**src/rtl/relay_frame_ctrl.sv**
```systemverilog
// Relay-link framing controller: frame start/end detection, front-end mode drive,
// relay bit gating and a nibble capture FIFO that is drained serially in debug mode.
module relay_frame_ctrl #(
    parameter int          FIFO_DEPTH   = 32,
    parameter int          HIST_NIB     = 5,
    parameter int          END_NIBS     = 3,
    parameter logic [3:0]  READER_START = 4'hC,
    parameter logic [3:0]  TAG_START    = 4'hF,
    parameter int          PRE_TIMEOUT  = 4096,
    parameter int          SSP_DIV      = 16
) (
    input  logic                          clk,
    input  logic                          reset,
    input  logic [2:0]                    hi_simulate_mod_type,
    input  logic                          data_in,
    input  logic [3:0]                    nib_in,
    input  logic                          nib_valid,
    input  logic                          relay_raw,
    output logic                          relay_gated,
    output logic [2:0]                    mod_type,
    output logic                          ssp_din,
    output logic [7:0]                    frame_count,
    output logic                          overflow,
    output logic [$clog2(FIFO_DEPTH):0]   fifo_level
);
    localparam int AW = $clog2(FIFO_DEPTH);
    localparam int HW = 4 * HIST_NIB;
    localparam int PW = $clog2(PRE_TIMEOUT) + 1;
    localparam int DW = $clog2(SSP_DIV) + 1;

    typedef enum logic [1:0] {ST_OFF, ST_LISTEN, ST_PRE, ST_MOD} state_t;

    state_t          state, state_n;
    logic [2:0]      role_q;
    logic [2:0]      mod_n;
    logic [HW-1:0]   hist, hist_shift;
    logic [7:0]      nib_count, cnt_inc;
    logic [PW-1:0]   pre_cnt;
    logic [3:0]      start_nib;
    logic            is_reader, is_tag, is_fake, is_debug, role_chg;
    logic            start_match, end_match;

    logic [3:0]      mem [FIFO_DEPTH];
    logic [AW-1:0]   wr_ptr, rd_ptr;
    logic [DW-1:0]   div_cnt;
    logic [1:0]      bit_idx;
    logic            push, full;

    assign is_reader   = (hi_simulate_mod_type == 3'b101);
    assign is_tag      = (hi_simulate_mod_type == 3'b110);
    assign is_debug    = (hi_simulate_mod_type == 3'b111);
    assign is_fake     = is_reader | is_tag;
    assign role_chg    = (hi_simulate_mod_type != role_q);
    assign start_nib   = is_reader ? READER_START : TAG_START;
    assign hist_shift  = {hist[HW-5:0], nib_in};
    assign cnt_inc     = (nib_count == '1) ? nib_count : nib_count + 8'd1;
    assign start_match = nib_valid && (hist_shift == {{(HW-4){1'b0}}, start_nib});
    // Frame closes only on a byte boundary after enough trailing zero nibbles.
    assign end_match   = nib_valid && (hist_shift[4*END_NIBS-1:0] == '0)
                         && (cnt_inc >= 8'(END_NIBS)) && !cnt_inc[0];
    assign relay_gated = relay_raw & (state != ST_MOD);

    always_comb begin
        state_n = state;
        if (!is_fake)
            state_n = ST_OFF;
        else if (role_chg)
            state_n = ST_LISTEN;
        else begin
            case (state)
                ST_OFF:    state_n = ST_LISTEN;
                ST_LISTEN: if (start_match) state_n = ST_MOD;
                           else if (data_in) state_n = ST_PRE;
                ST_PRE:    if (start_match) state_n = ST_MOD;
                           else if (pre_cnt == PW'(PRE_TIMEOUT - 1)) state_n = ST_LISTEN;
                ST_MOD:    if (end_match) state_n = ST_LISTEN;
                default:   state_n = ST_OFF;
            endcase
        end
    end

    always_comb begin
        mod_n = 3'b000;
        case (state_n)
            ST_LISTEN: mod_n = is_reader ? 3'b011 : 3'b001;
            ST_MOD:    mod_n = is_reader ? 3'b100 : 3'b010;
            default:   mod_n = 3'b000;
        endcase
        if (is_debug)
            mod_n = 3'b011;
    end

    always_ff @(posedge clk) begin
        if (reset) begin
            state       <= ST_OFF;
            role_q      <= '0;
            mod_type    <= '0;
            hist        <= '0;
            nib_count   <= '0;
            pre_cnt     <= '0;
            frame_count <= '0;
        end else begin
            role_q   <= hi_simulate_mod_type;
            state    <= state_n;
            mod_type <= mod_n;
            pre_cnt  <= (state == ST_PRE && state_n == ST_PRE) ? pre_cnt + 1'b1 : '0;
            if (!is_fake || role_chg) begin
                hist      <= '0;
                nib_count <= '0;
            end else begin
                if (nib_valid)
                    hist <= hist_shift;
                if (state != ST_MOD && state_n == ST_MOD)
                    nib_count <= '0;
                else if (state == ST_MOD && nib_valid)
                    nib_count <= cnt_inc;
                if (state == ST_MOD && state_n == ST_LISTEN)
                    frame_count <= frame_count + 8'd1;
            end
        end
    end

    assign push = is_fake && nib_valid;
    assign full = (fifo_level == (AW+1)'(FIFO_DEPTH));

    always_ff @(posedge clk) begin
        if (push && !full)
            mem[wr_ptr] <= nib_in;
    end

    // Push happens only in FAKE roles and pop only in DEBUG, so they never coincide.
    always_ff @(posedge clk) begin
        if (reset) begin
            wr_ptr     <= '0;
            rd_ptr     <= '0;
            fifo_level <= '0;
            overflow   <= 1'b0;
            ssp_din    <= 1'b0;
            div_cnt    <= '0;
            bit_idx    <= '0;
        end else begin
            if (push) begin
                if (full) begin
                    overflow <= 1'b1;
                end else begin
                    wr_ptr     <= wr_ptr + 1'b1;
                    fifo_level <= fifo_level + 1'b1;
                end
            end
            if (is_debug && fifo_level != '0) begin
                ssp_din <= mem[rd_ptr][~bit_idx];
                if (div_cnt == DW'(SSP_DIV - 1)) begin
                    div_cnt <= '0;
                    bit_idx <= bit_idx + 2'd1;
                    if (bit_idx == 2'd3) begin
                        rd_ptr     <= rd_ptr + 1'b1;
                        fifo_level <= fifo_level - 1'b1;
                    end
                end else begin
                    div_cnt <= div_cnt + 1'b1;
                end
            end else begin
                ssp_din <= 1'b0;
                if (!is_debug) begin
                    div_cnt <= '0;
                    bit_idx <= '0;
                end
            end
        end
    end
endmodule

```
**config.mk**
```make
export PLATFORM = sky130hd
export DESIGN_NAME = relay_frame_ctrl
export DESIGN_NICKNAME = d
export VERILOG_FILES = /design/src/rtl/relay_frame_ctrl.sv
export SDC_FILE = /design/constraint.sdc
export NUM_CORES = 1
export LEC_CHECK = 0
export ABC_AREA = 1
export BUFFER_PORTS_ARGS = -buffer_cell sky130_fd_sc_hd__buf_2
export CORE_UTILIZATION = 55
export DETAILED_ROUTE_END_ITERATION = 8
export PLACE_DENSITY = 0.72
export SLEW_MARGIN = 25
export SYNTH_ARGS = -nofsm -noshare
export SYNTH_HDL_FRONTEND = slang
export SYNTH_SLANG_ARGS = --single-unit
```
**constraint.sdc**
```tcl
create_clock -name clk -period 3.5 [get_ports clk]
set_input_delay 0.175 -clock clk [delete_from_list [all_inputs] [get_ports clk]]
set_output_delay 0.175 -clock clk [all_outputs]
set_load 0.005 [all_outputs]
```
# == Word-level counts from Yosys, hierarchy flattened ==
# Memory sizes are Yosys's and may differ from the RTL's. A register that Yosys moved wholly into a read port is not among the register bits.
# Index checks and enable logic that the tools add are counted.
# word_totals
register_bits,78
mem_bits_rw,128
inputBits,12
out_inout_bits,20
word_cells,112
mem_count,1
# op_classes
n_addsub,9
order_cmp,2
n_eq_ne,19
mux,31
n_bitwise,7
n_reduce_logical,28
# mem_list
name,depth,width,read_ports,rd_ports_with_merged_regs,wr,line,rtl
mem,32,4,1,1,1,43,logic [3:0] mem [FIFO_DEPTH];
# ops
operator,count
$mux W6,5
$mux W2,13
$mux W5,5
$eq A20 B4 Y1,1
$add A8 B1 Y8 const B,2
$add A5 B1 Y5 const B,3
$add A13 B1 Y13 const B,1
$eq A13 B12 Y1 const B,1
$logic_not A12 Y1,1
$logic_and A1 B1 Y1,11
$eq A2 B2 Y1 const B,5
$eq A3 B3 Y1 const B,3
$eq A8 B8 Y1 const B,1
$ge A8 B2 Y1 const B,1
$mux W8,1
$pmux W2 S4,1
$reduce_and A2 Y1,4
$reduce_or A2 Y1,4
$add A6 B1 Y6 const B,1
$eq A6 B6 Y1 const B,1
$pmux W3 S2,1
$reduce_bool A6 Y1,1
$sub A6 B1 Y6 const B,1
$eq A5 B4 Y1 const B,1
18 further kinds,27

# == Longest topological paths before layout ==
# Gate-level depths: netlist (run 1).
# logic_depth
word_depth,13
depth_mapped,16
ltp_nobuf,16

# == Least setup slack after synthesis (run 1) ==
# OpenSTA, ideal clock, no wires.
# synth_path
path_type,flip-flop to flip-flop
from,register fifo_level[0]
to,memory mem[0][0] (enable)
setup_time_ns,0.260
arrival_time_ns,1.675
t_required_ns,3.240
setup_slack_ns,1.565
stages_incl_launch_ff,10
n_path_buf,0
period_less_slack_ns,1.935
cell_sequence,dfxtp_1 inv_1 ha_1 inv_1 nor4_1 nand2_1 nand2_1 inv_1 nand2_1 nor2_1
# synth_between
elab_chain_len,5
# synth_rtl
item,line,rtl
start: declaration,24,output logic [$clog2(FIFO_DEPTH):0] fifo_level
start signal: assignment,147,fifo_level <= fifo_level + 1'b1;
start signal: assignment,157,fifo_level <= fifo_level - 1'b1;
$eq A6 B6 Y1,124,assign full = (fifo_level == (AW+1)'(FIFO_DEPTH));
$logic_not A1 Y1,127,if (push && !full)
$logic_and A1 B1 Y1,127,
$mux W1,127,
$mux W1 (not written as such),128,mem[wr_ptr] <= nib_in;
end: declaration,43,
# Every way passes these cells.

# == Worst setup path after layout (run 1) ==
# layout_path
from,register fifo_level[0]
to,memory mem[12][1] (enable)
# Same word-level chain as after synthesis.

==> reports/results.txt, run 1 <==
Layout area overhead -> 11.9%
Clock sink total -> 211
CP startpoint -> fifo_level[0]$_SDFF_PP0_
Synth Area per Inst -> 9.45 um^2
Commonest cells in the netlist -> nor2_1, nand2_1, edfxtp_1
Synth top area cells -> edfxtp_1, dfxtp_1, nor2_1
Die Ht -> 130 um
Placed insts -> 1,182
Initial Util -> 0.566
DR WL/cell -> 16.4 um
IO Pins -> 32
Die W -> 130 um
CP Capture Type -> flip-flop
Final WS setup -> 0.945 ns
Synth Flop Type -> edfxtp_1
Min Hold Slack -> 0.0951 ns
Clk buf depth -> 3
HPWL after detailed placement -> 13,000 um
Vias/cell -> 5.55
Worst Skew -> 0.0313 ns
Cts hold-fix bufs -> 5
Slew @ Worst Pin -> 0.758 ns
Share of the synthesized area in the top cell type -> 0.424
Status -> completed
Critical Path Sink -> mem[12][1]$_DFFE_PP_
# fillers -> 1,360
Maximum VDD drop -> 386 uV
Clk root buf -> clkbuf_16
Crit path DAT -> 2.76 ns
Leak -> 3.59 nW
Post-Synthesis Cell Area -> 9060 um^2
Placer Congestion -> 0.852
Reg2Reg Depth -> 9
Clock transition at the registers of the reported paths -> 0.06 ns
Non-Filler Instances -> 1,228
Min-Delay Path Class -> in2reg
Overflow left after global routing -> 0
Synthesized instance count -> 958
Placed Area -> 9420 um^2
Setup-failing EPs final -> 0
Post-place setup slack -> 0.967 ns
Yosys top cell by area -> edfxtp_1
Vias in the first global route -> 6,283
Max-slew headroom -> 0.494
CTS Buf Count -> 22
Max_cap viols -> 0
EDFF count, synth -> 128
RSZ-0062 raised after global routing -> false
Fin crit share -> 0.730
Finished layout cell area -> 10,100 um^2
# rows -> 46
Starting DRT DRC Count -> 651
PortBufs -> 31
Initial antenna violation count -> 0
Nets -> 1,020
Flop-to-flop setup slack -> 0.95 ns
Pwr per Cell Area -> 480 nW/um^2
Post-route ant nets -> 0
Routed wire length -> 20,200 um
Via count -> 6,815
TritonCTS clock tree -> done
Die ar. -> 17,000 um^2
Worst path depth -> 9
# H-tree levels -> 1
Max Fclk -> 391 MHz
Setup Total Neg Slack -> 0 ns
Gr usage total -> 0.243
PostCTS Resize Cnt -> 0
RR Endpoint -> mem[12][1]$_DFFE_PP_
Slowest cell delay on critical path -> 0.43 ns
DRC violations left -> 0
Proportion of layout cells with a drive suffix above 1 -> 0.0870
Setup CP Type -> reg2reg
Core area -> 16,000 um^2
Largest net degree at the start of global routing -> 65
Flops & latches, synth -> 211
N_diodes -> 0
First-pass GRT wire length -> 31,800 um
Postcts setup bufs -> 0
Worst-path maximum fanout -> 9
Initial DRT Pass Iterations -> 7
Critical path, cell by cell -> inv_1 -> ha_1 -> inv_1 -> nor4_1 -> nand2_1 -> nand2_1 -> inv_1 -> nand2_1 -> nor2_1
Reg2Reg Launch Point -> fifo_level[0]$_SDFF_PP0_
Sequential area share after synthesis -> 0.608
Pins Over Slew Limit -> 0
Final Hold Viols -> 0
Crit path launch type -> flip-flop
Unique cell type count in the Yosys netlist -> 45
Crit path max-delay family -> simple AND/OR/NAND/NOR gates
Later-pin clock latency in the skew report -> 0.51 ns
Crit path required time -> 3.70 ns
Post-Syn Nets -> 982
Period minus WS final -> 2.55 ns
Slowest CP cell -> nand2_1
Ys Warns -> 0
Most frequent cell after synthesis -> nor2_1
Synth async-reset ratio -> 0
Buf/Inv on CP -> 3
[layout by cell type, fill, tap and decap left out, drive strengths merged]
cell	n
ha	12
o21a	3
nand3	35
a211o	1
a211oi	1
xnor2	3
nor4	5
nor3b	2
o311a	1
buf	42
a221oi	2
o22ai	34
clkinvlp	2
clkbuf	28
nand4	11
clkinv	12
a31oi	1
o211ai	8
a32oi	1
a2111oi	1
nand2	147
o21bai	3
or2	3
inv	79
a21oi	39
o21ai	100
dlygate4sd3	6
edfxtp	128
nor3	17
and3	1
nor2	186
dfxtp	83
o31ai	1
xor2	14
[metrics by stage]
step | power (mW) | util
2_1_floorplan | 2.76 | -
3_3_place_gp | 2.82 | 0.589
3_5_place_dp | 2.82 | 0.589
4_1_cts | 4.90 | 0.633
5_1_grt | 5.01 | 0.633
6_report | 4.86 | 0.633
[cell families after synthesis]
family                     count (synthesis)  synth area share
and+or+nand+nor                          407             0.188
buffers and inverters                    115            0.0493
adders and majority gates                 12            0.0166
xor gates and xnor gates                  17            0.0164
DFF                                      211             0.608
AOI/OAI and AO/OA                        196             0.121
[metal layers]
metal	share of wire	global-route usage	vias to the layer above
li1	-	-	3357
met1	0.45	0.338	3153
met2	0.46	0.390	281
met3	0.075	0.0439	24
met4	0.015	0.0705	0
met5	0	0	-
[flip-flops by register name (all words and copies together) (netlist names), named ones only]
name	count
mem	128
hist	16
pre_cnt	13
frame_count	8
nib_count	8
fifo_level	6
div_cnt	5
rd_ptr	5
wr_ptr	5
mod_type	3
role_q	3
bit_idx	2
state	2
overflow	1
ssp_din	1
[tightest hold or removal path: cells and delay by family]
kind,cells,cell delay (ns)
AND/OR/NAND/NOR,1,0.10
buffers and inverters,1,0.21
AO/OA/AOI/OAI,1,0.05
[layout make-up]
cell class / count / area (um^2) / area share
clock buffers: 28 / 583 / 0.0575
clock inverters: 12 / 66.3 / 0.00654
inverters: 81 / 304 / 0.0300
multi-input cells: 632 / 3100 / 0.306
flip-flops and latches: 211 / 5510 / 0.543
well taps: 216 / 270 / 0.0267
repair buffers: 48 / 298 / 0.0294
[worst min path at each step]
stage / to / slack (ns) / cells after the start / startpoint
after floorplan: state[1]$_SDFF_PP0_ / 0.25 / 1 / reset
after global placement: pre_cnt[0]$_SDFF_PP0_ / 0.43 / 1 / pre_cnt[0]$_SDFF_PP0_
after detailed placement: pre_cnt[0]$_SDFF_PP0_ / 0.44 / 1 / pre_cnt[0]$_SDFF_PP0_
after CTS: mem[18][0]$_DFFE_PP_ / 0.004 / 1 / nib_in[0]
after global routing: hist[11]$_SDFFE_PP0P_ / 0.10 / 3 / nib_valid
final: hist[15]$_SDFFE_PP0P_ / 0.1 / 3 / nib_valid
[where the power goes]
part	internal, mW	switching (mW)
combinational	0.0339	0.0915
clock	1.18	0.915
sequential	2.64	0.00491
total	3.85	1.01
Note: power is estimated with default switching activity, not from simulation.
==> run 2, diff against run 1 <==
==> constraint.sdc (replaced) <==
create_clock -name clk -period 2.55 [get_ports clk]
set_input_delay 0.1275 -clock clk [delete_from_list [all_inputs] [get_ports clk]]
set_output_delay 0.1275 -clock clk [all_outputs]
set_load 0.005 [all_outputs]
==> run 2 against run 1 <==
Sequential share of layout area decreased by 0.78 points; fmax increased by 9.3%; cell area rose by 1.5%; sequential power increased by 38%; register-to-register slack lost 0.73 ns; critical path type unchanged; largest cell class unchanged.
==> reports/results.txt, run 2 (same netlist as run 1, synthesis figures left out) <==
Slowest CP cell -> nor4_1
Nets -> 1,029
Via count -> 6,814
Slew @ Worst Pin -> 0.616 ns
Post-route ant nets -> 0
Maximum VDD drop -> 587 uV
Vias in the first global route -> 6,389
# rows -> 46
Later-pin clock latency in the skew report -> 0.51 ns
Crit path required time -> 2.79 ns
RSZ-0062 raised after global routing -> false
Largest regs -> mem x128, hist x16, pre_cnt x13
Fin crit share -> 0.916
Reg2Reg Depth -> 9
Commonest non-fill, non-tap cell in the layout -> nor2_1
Die ar. -> 17,000 um^2
Worst path depth -> 9
Area occupied by registers -> 5510 um^2
Max Fclk -> 428 MHz
Clk buf depth -> 3
Pins Over Slew Limit -> 0
Clk root buf -> clkbuf_16
# H-tree levels -> 1
# fillers -> 1,301
Reg2Reg Launch Point -> fifo_level[0]$_SDFF_PP0_
Routed wire length -> 19,900 um
Placed Area -> 9480 um^2
Max-slew headroom -> 0.586
TritonCTS clock tree -> done
Critical Path Sink -> mem[1][0]$_DFFE_PP_
DRC violations left -> 0
Worst Skew -> 0.0275 ns
Clock sink total -> 211
Slowest cell delay on critical path -> 0.42 ns
Footprint of the multi-input gates -> 3110 um^2
First-pass GRT wire length -> 32,100 um
Max_cap viols -> 0
Starting DRT DRC Count -> 650
Period minus WS final -> 2.34 ns
Min-Delay Path Class -> in2reg
Max reg flops -> 128
Flop-to-flop setup slack -> 0.21 ns
CP Capture Type -> flip-flop
Leak -> 3.67 nW
Finished layout cell area -> 10,300 um^2
RR Endpoint -> mem[1][0]$_DFFE_PP_
Overflow left after global routing -> 0
Layout area overhead -> 13.5%
HPWL after detailed placement -> 13,400 um
Initial antenna violation count -> 0
Initial DRT Pass Iterations -> 5
Pwr per Cell Area -> 675 nW/um^2
Buf/Inv on CP -> 3
N_diodes -> 0
Top reg by flops -> mem
Critical path, cell by cell -> inv_1 -> ha_1 -> inv_1 -> nor4_1 -> nand2_1 -> nand2_1 -> inv_1 -> nand2_1 -> nor2_1
Die Ht -> 130 um
Most frequent cells in the layout -> nor2_1, nand2_1, edfxtp_1, o21ai_0, dfxtp_1
Crit path launch type -> flip-flop
Initial Util -> 0.566
Worst-path maximum fanout -> 8
Vias/cell -> 5.51
IO Pins -> 32
Postcts setup bufs -> 0
Core area -> 16,000 um^2
Status -> completed
Gr usage total -> 0.245
Clock transition at the registers of the reported paths -> 0.06 ns
DR WL/cell -> 16.1 um
Setup CP Type -> reg2reg
Crit path max-delay family -> simple AND/OR/NAND/NOR gates
Hold path startpoint -> reset
Setup-failing EPs final -> 0
CP startpoint -> fifo_level[0]$_SDFF_PP0_
Setup Total Neg Slack -> 0 ns
Crit path DAT -> 2.57 ns
Proportion of layout cells with a drive suffix above 1 -> 0.104
Min Hold Slack -> 0.0949 ns
Die W -> 130 um
CTS Buf Count -> 22
Largest net degree at the start of global routing -> 37
PortBufs -> 31
Placer Congestion -> 0.840
Final Hold Viols -> 0
## run 2: cell count changes in the layout (fill, tap and decap cells not counted), sizes merged
cell and delta:
inv +1, clkbuf -2, bufinv +1, buf +8, dlygate4sd3 +1
## run 2: cell type report
| cell class | instances | share of cell area |
|---|---|---|
| inverters | 81 | 0.0296 |
| clock buffers | 26 | 0.0579 |
| multi-input cells | 632 | 0.302 |
| clock inverters | 14 | 0.0125 |
| flip-flops and latches | 211 | 0.536 |
| well taps | 216 | 0.0263 |
| repair buffers | 57 | 0.0358 |
## run 2: what timing repair did
item	CTS	global route
gates resized for setup	0	1
endpoints found under the hold margin	10	0
hold buffers	7	0
setup endpoints to repair	0	12
## run 2: worst min path at each step
stage | depth (start not counted) | endpoint
after floorplan | 1 | state[1]$_SDFF_PP0_
after global placement | 3 | role_q[2]$_SDFF_PP0_
after detailed placement | 3 | role_q[2]$_SDFF_PP0_
after CTS | 3 | overflow$_SDFFE_PP0P_
after global routing | 3 | overflow$_SDFFE_PP0P_
final | 3 | overflow$_SDFFE_PP0P_
## run 2: power breakdown
part | switching, mW | internal [mW]
Sequential | 0.00693 | 3.62
Clock | 1.33 | 1.80
Combinational | 0.126 | 0.0530
## run 2: layer usage
layer  GRT usage  routed length [um]
met1       0.340                8800
met2       0.397                9150
met3      0.0390                1440
met4      0.0766                 476
met5           0                   0
## run 2: worst register-to-register path: stages, from the launching register on
cell and delay, ns:
dfxtp_1 0.34, inv_1 0.12, ha_1 0.18, inv_1 0.06, nor4_1 0.42, nand2_1 0.13
nand2_1 0.11, inv_1 0.10, nand2_1 0.40, nor2_1 0.20
## run 2: metrics by stage
| stage | worst slack [ns] | utilization | instances | total power, mW |
|---|---|---|---|---|
| after floorplan | 0.615 | - | 958 | 3.78 |
| after global placement | 0.388 | 0.593 | 1190 | 3.87 |
| after detailed placement | 0.277 | 0.593 | 1190 | 3.87 |
| after CTS | 0.226 | 0.642 | 1237 | 6.97 |
| after global routing | 0.0119 | 0.642 | 1237 | 7.13 |
| final | 0.213 | 0.642 | 1237 | 6.94 |
==> run 3, diff against run 2 <==
--- a/config.mk
+++ b/config.mk
@@ -10,6 +10,8 @@
 export CORE_UTILIZATION = 55
 export DETAILED_ROUTE_END_ITERATION = 8
 export PLACE_DENSITY = 0.72
+export RECOVER_POWER = 25
+export SKIP_LAST_GASP = 1
 export SLEW_MARGIN = 25
 export SYNTH_ARGS = -nofsm -noshare
 export SYNTH_HDL_FRONTEND = slang
==> run 3 against run 2 <==
Critical path type unchanged; cell count unchanged; fmax up 0.68%; combinational power about the same; global-route usage unchanged; non-clock buffer count unchanged; flip-flop and latch count unchanged; clock power about the same; utilization down 0.11 points; cell area down 0.17%; via count up 0.31%; wire length up 0.29%; the flow now finishes with violations (max-capacitance violations, max-slew violations); highest routed layer unchanged.
==> reports/results.txt, run 3 (same netlist as run 1, synthesis figures left out) <==
Status -> finished with violations
Failing checks -> max-capacitance violations, max-slew violations
Setup-failing EPs final -> 0
# rows -> 46
N_diodes -> 0
Starting DRT DRC Count -> 670
Most frequent cells in the layout -> nor2_1, nand2_1, edfxtp_1, o21ai_0, dfxtp_1
First-pass GRT wire length -> 32,100 um
Slew @ Worst Pin -> 1.70 ns
Commonest non-fill, non-tap cell in the layout -> nor2_1
Clk pwr share -> 0.451
Via count -> 6,835
Layout area overhead -> 13.3%
# H-tree levels -> 1
Top reg by flops -> mem
Finished layout cell area -> 10,300 um^2
Setup Total Neg Slack -> 0 ns
Largest regs -> mem x128, hist x16, pre_cnt x13
Pins Over Slew Limit -> 100
Overflow left after global routing -> 0
Max-slew headroom -> -0.133
Vias/cell -> 5.53
Clock transition at the registers of the reported paths -> 0.06 ns
Crit path DAT -> 2.56 ns
Max Fclk -> 431 MHz
Later-pin clock latency in the skew report -> 0.51 ns
Fin crit share -> 0.910
CP Capture Type -> flip-flop
Clk root buf -> clkbuf_16
Placer Congestion -> 0.840
Int Power -> 5.47 mW
Critical path, cell by cell -> inv_1 -> ha_1 -> inv_1 -> nor4_1 -> nand2_1 -> nand2_1 -> inv_1 -> nand2_1 -> nor2_1
Crit path launch type -> flip-flop
PortBufs -> 31
Largest net degree at the start of global routing -> 37
Max_cap viols -> 3
Setup CP Type -> reg2reg
Worst-path maximum fanout -> 8
Buf/Inv on CP -> 3
Period minus WS final -> 2.32 ns
Initial antenna violation count -> 0
Die W -> 130 um
DR WL/cell -> 16.1 um
Die Ht -> 130 um
Core area -> 16,000 um^2
Worst Skew -> 0.0268 ns
Proportion of layout cells with a drive suffix above 1 -> 0.0960
Leak -> 3.65 nW
Max reg flops -> 128
Combinational share of power -> 0.025
Clock sink total -> 211
Initial DRT Pass Iterations -> 5
Die ar. -> 17,000 um^2
# fillers -> 1,308
Final Hold Viols -> 0
Pwr per Cell Area -> 676 nW/um^2
Sw Share -> 0.211
Placed Area -> 9480 um^2
Switching Power -> 1.46 mW
Post-route ant nets -> 0
Vias in the first global route -> 6,389
Part of the power in registers -> 0.524
Maximum VDD drop -> 586 uV
Gr usage total -> 0.245
Slowest CP cell -> nor4_1
TritonCTS clock tree -> done
HPWL after detailed placement -> 13,400 um
DRC violations left -> 0
IO Pins -> 32
RSZ-0062 raised after global routing -> false
Min-Delay Path Class -> in2reg
Initial Util -> 0.566
Crit path max-delay family -> simple AND/OR/NAND/NOR gates
Slowest cell delay on critical path -> 0.42 ns
Crit path required time -> 2.79 ns
Nets -> 1,029
Clk buf depth -> 3
CTS Buf Count -> 22
Finished Core Util -> 0.641
Routed wire length -> 19,900 um
## run 3: changes by cell type in the layout (fill, tap and decap cells not counted)
| cell | change |
|---|---|
| buf_2 | -5 |
| buf_4 | -3 |
| clkbuf_1 | +8 |
## run 3: worst paths after layout
kind / start / to / slack [ns] / depth (start not counted)
setup / recovery: fifo_level[0]$_SDFF_PP0_ / mem[1][0]$_DFFE_PP_ / 0.23 / 9
setup reg to reg: fifo_level[0]$_SDFF_PP0_ / mem[1][0]$_DFFE_PP_ / 0.23 / 9
hold reg to reg: div_cnt[4]$_SDFFE_PP0P_ / div_cnt[4]$_SDFFE_PP0P_ / 0.45 / 2
hold / removal: reset / overflow$_SDFFE_PP0P_ / 0.1 / 3
## run 3: power groups by stage
stage / logic, mW / clock network, mW / registers [mW]
final: 0.176 / 3.13 / 3.63
after global routing: 0.195 / 3.30 / 3.63
after detailed placement: 0.170 / 0 / 3.70
after global placement: 0.169 / 0 / 3.70
after floorplan: 0.0797 / 0 / 3.70
after CTS: 0.179 / 3.16 / 3.63
## run 3: repair_timing
| action | 4_1_cts | 5_1_grt |
|---|---|---|
| resized for setup | 0 | 1 |
| endpoints found under the hold margin | 10 | 0 |
| hold buffers | 7 | 0 |
| setup buffers | 0 | 0 |
| setup endpoints to repair | 0 | 12 |
## run 3: per-stage QoR
stage               total power [mW]  setup WS [ns]  hold WS [ns]  cells
floorplan                       3.78          0.615         0.200    958
global placement                3.87          0.388         0.396   1190
detailed placement              3.87          0.277         0.401   1190
CTS                             6.97          0.226        0.0918   1237
global route                    7.12         0.0119         0.102   1237
finish                          6.93          0.229        0.0957   1237
## run 3: routing by layer
layer | vias up | GRT usage | share of wire
li1 | 3377 | - | -
met4 | 0 | 0.0766 | 0.023
met3 | 34 | 0.0390 | 0.072
met1 | 3192 | 0.340 | 0.44
met2 | 232 | 0.397 | 0.46
met5 | - | 0 | 0
## run 3: worst min-delay path: cells and delay by family
family        cells  cell delay (ns)
buf+inv           2             0.33
simple gates      1             0.12
## run 3: area by class of cell
class / count / area [um^2] / share of cell area
inverter: 81 / 304 / 0.0296
clock buffer: 26 / 596 / 0.0580
sequential: 211 / 5510 / 0.537
timing repair buffer: 57 / 350 / 0.0341
tap: 216 / 270 / 0.0263
clock inverter: 14 / 129 / 0.0126
multi-input combinational: 632 / 3110 / 0.303
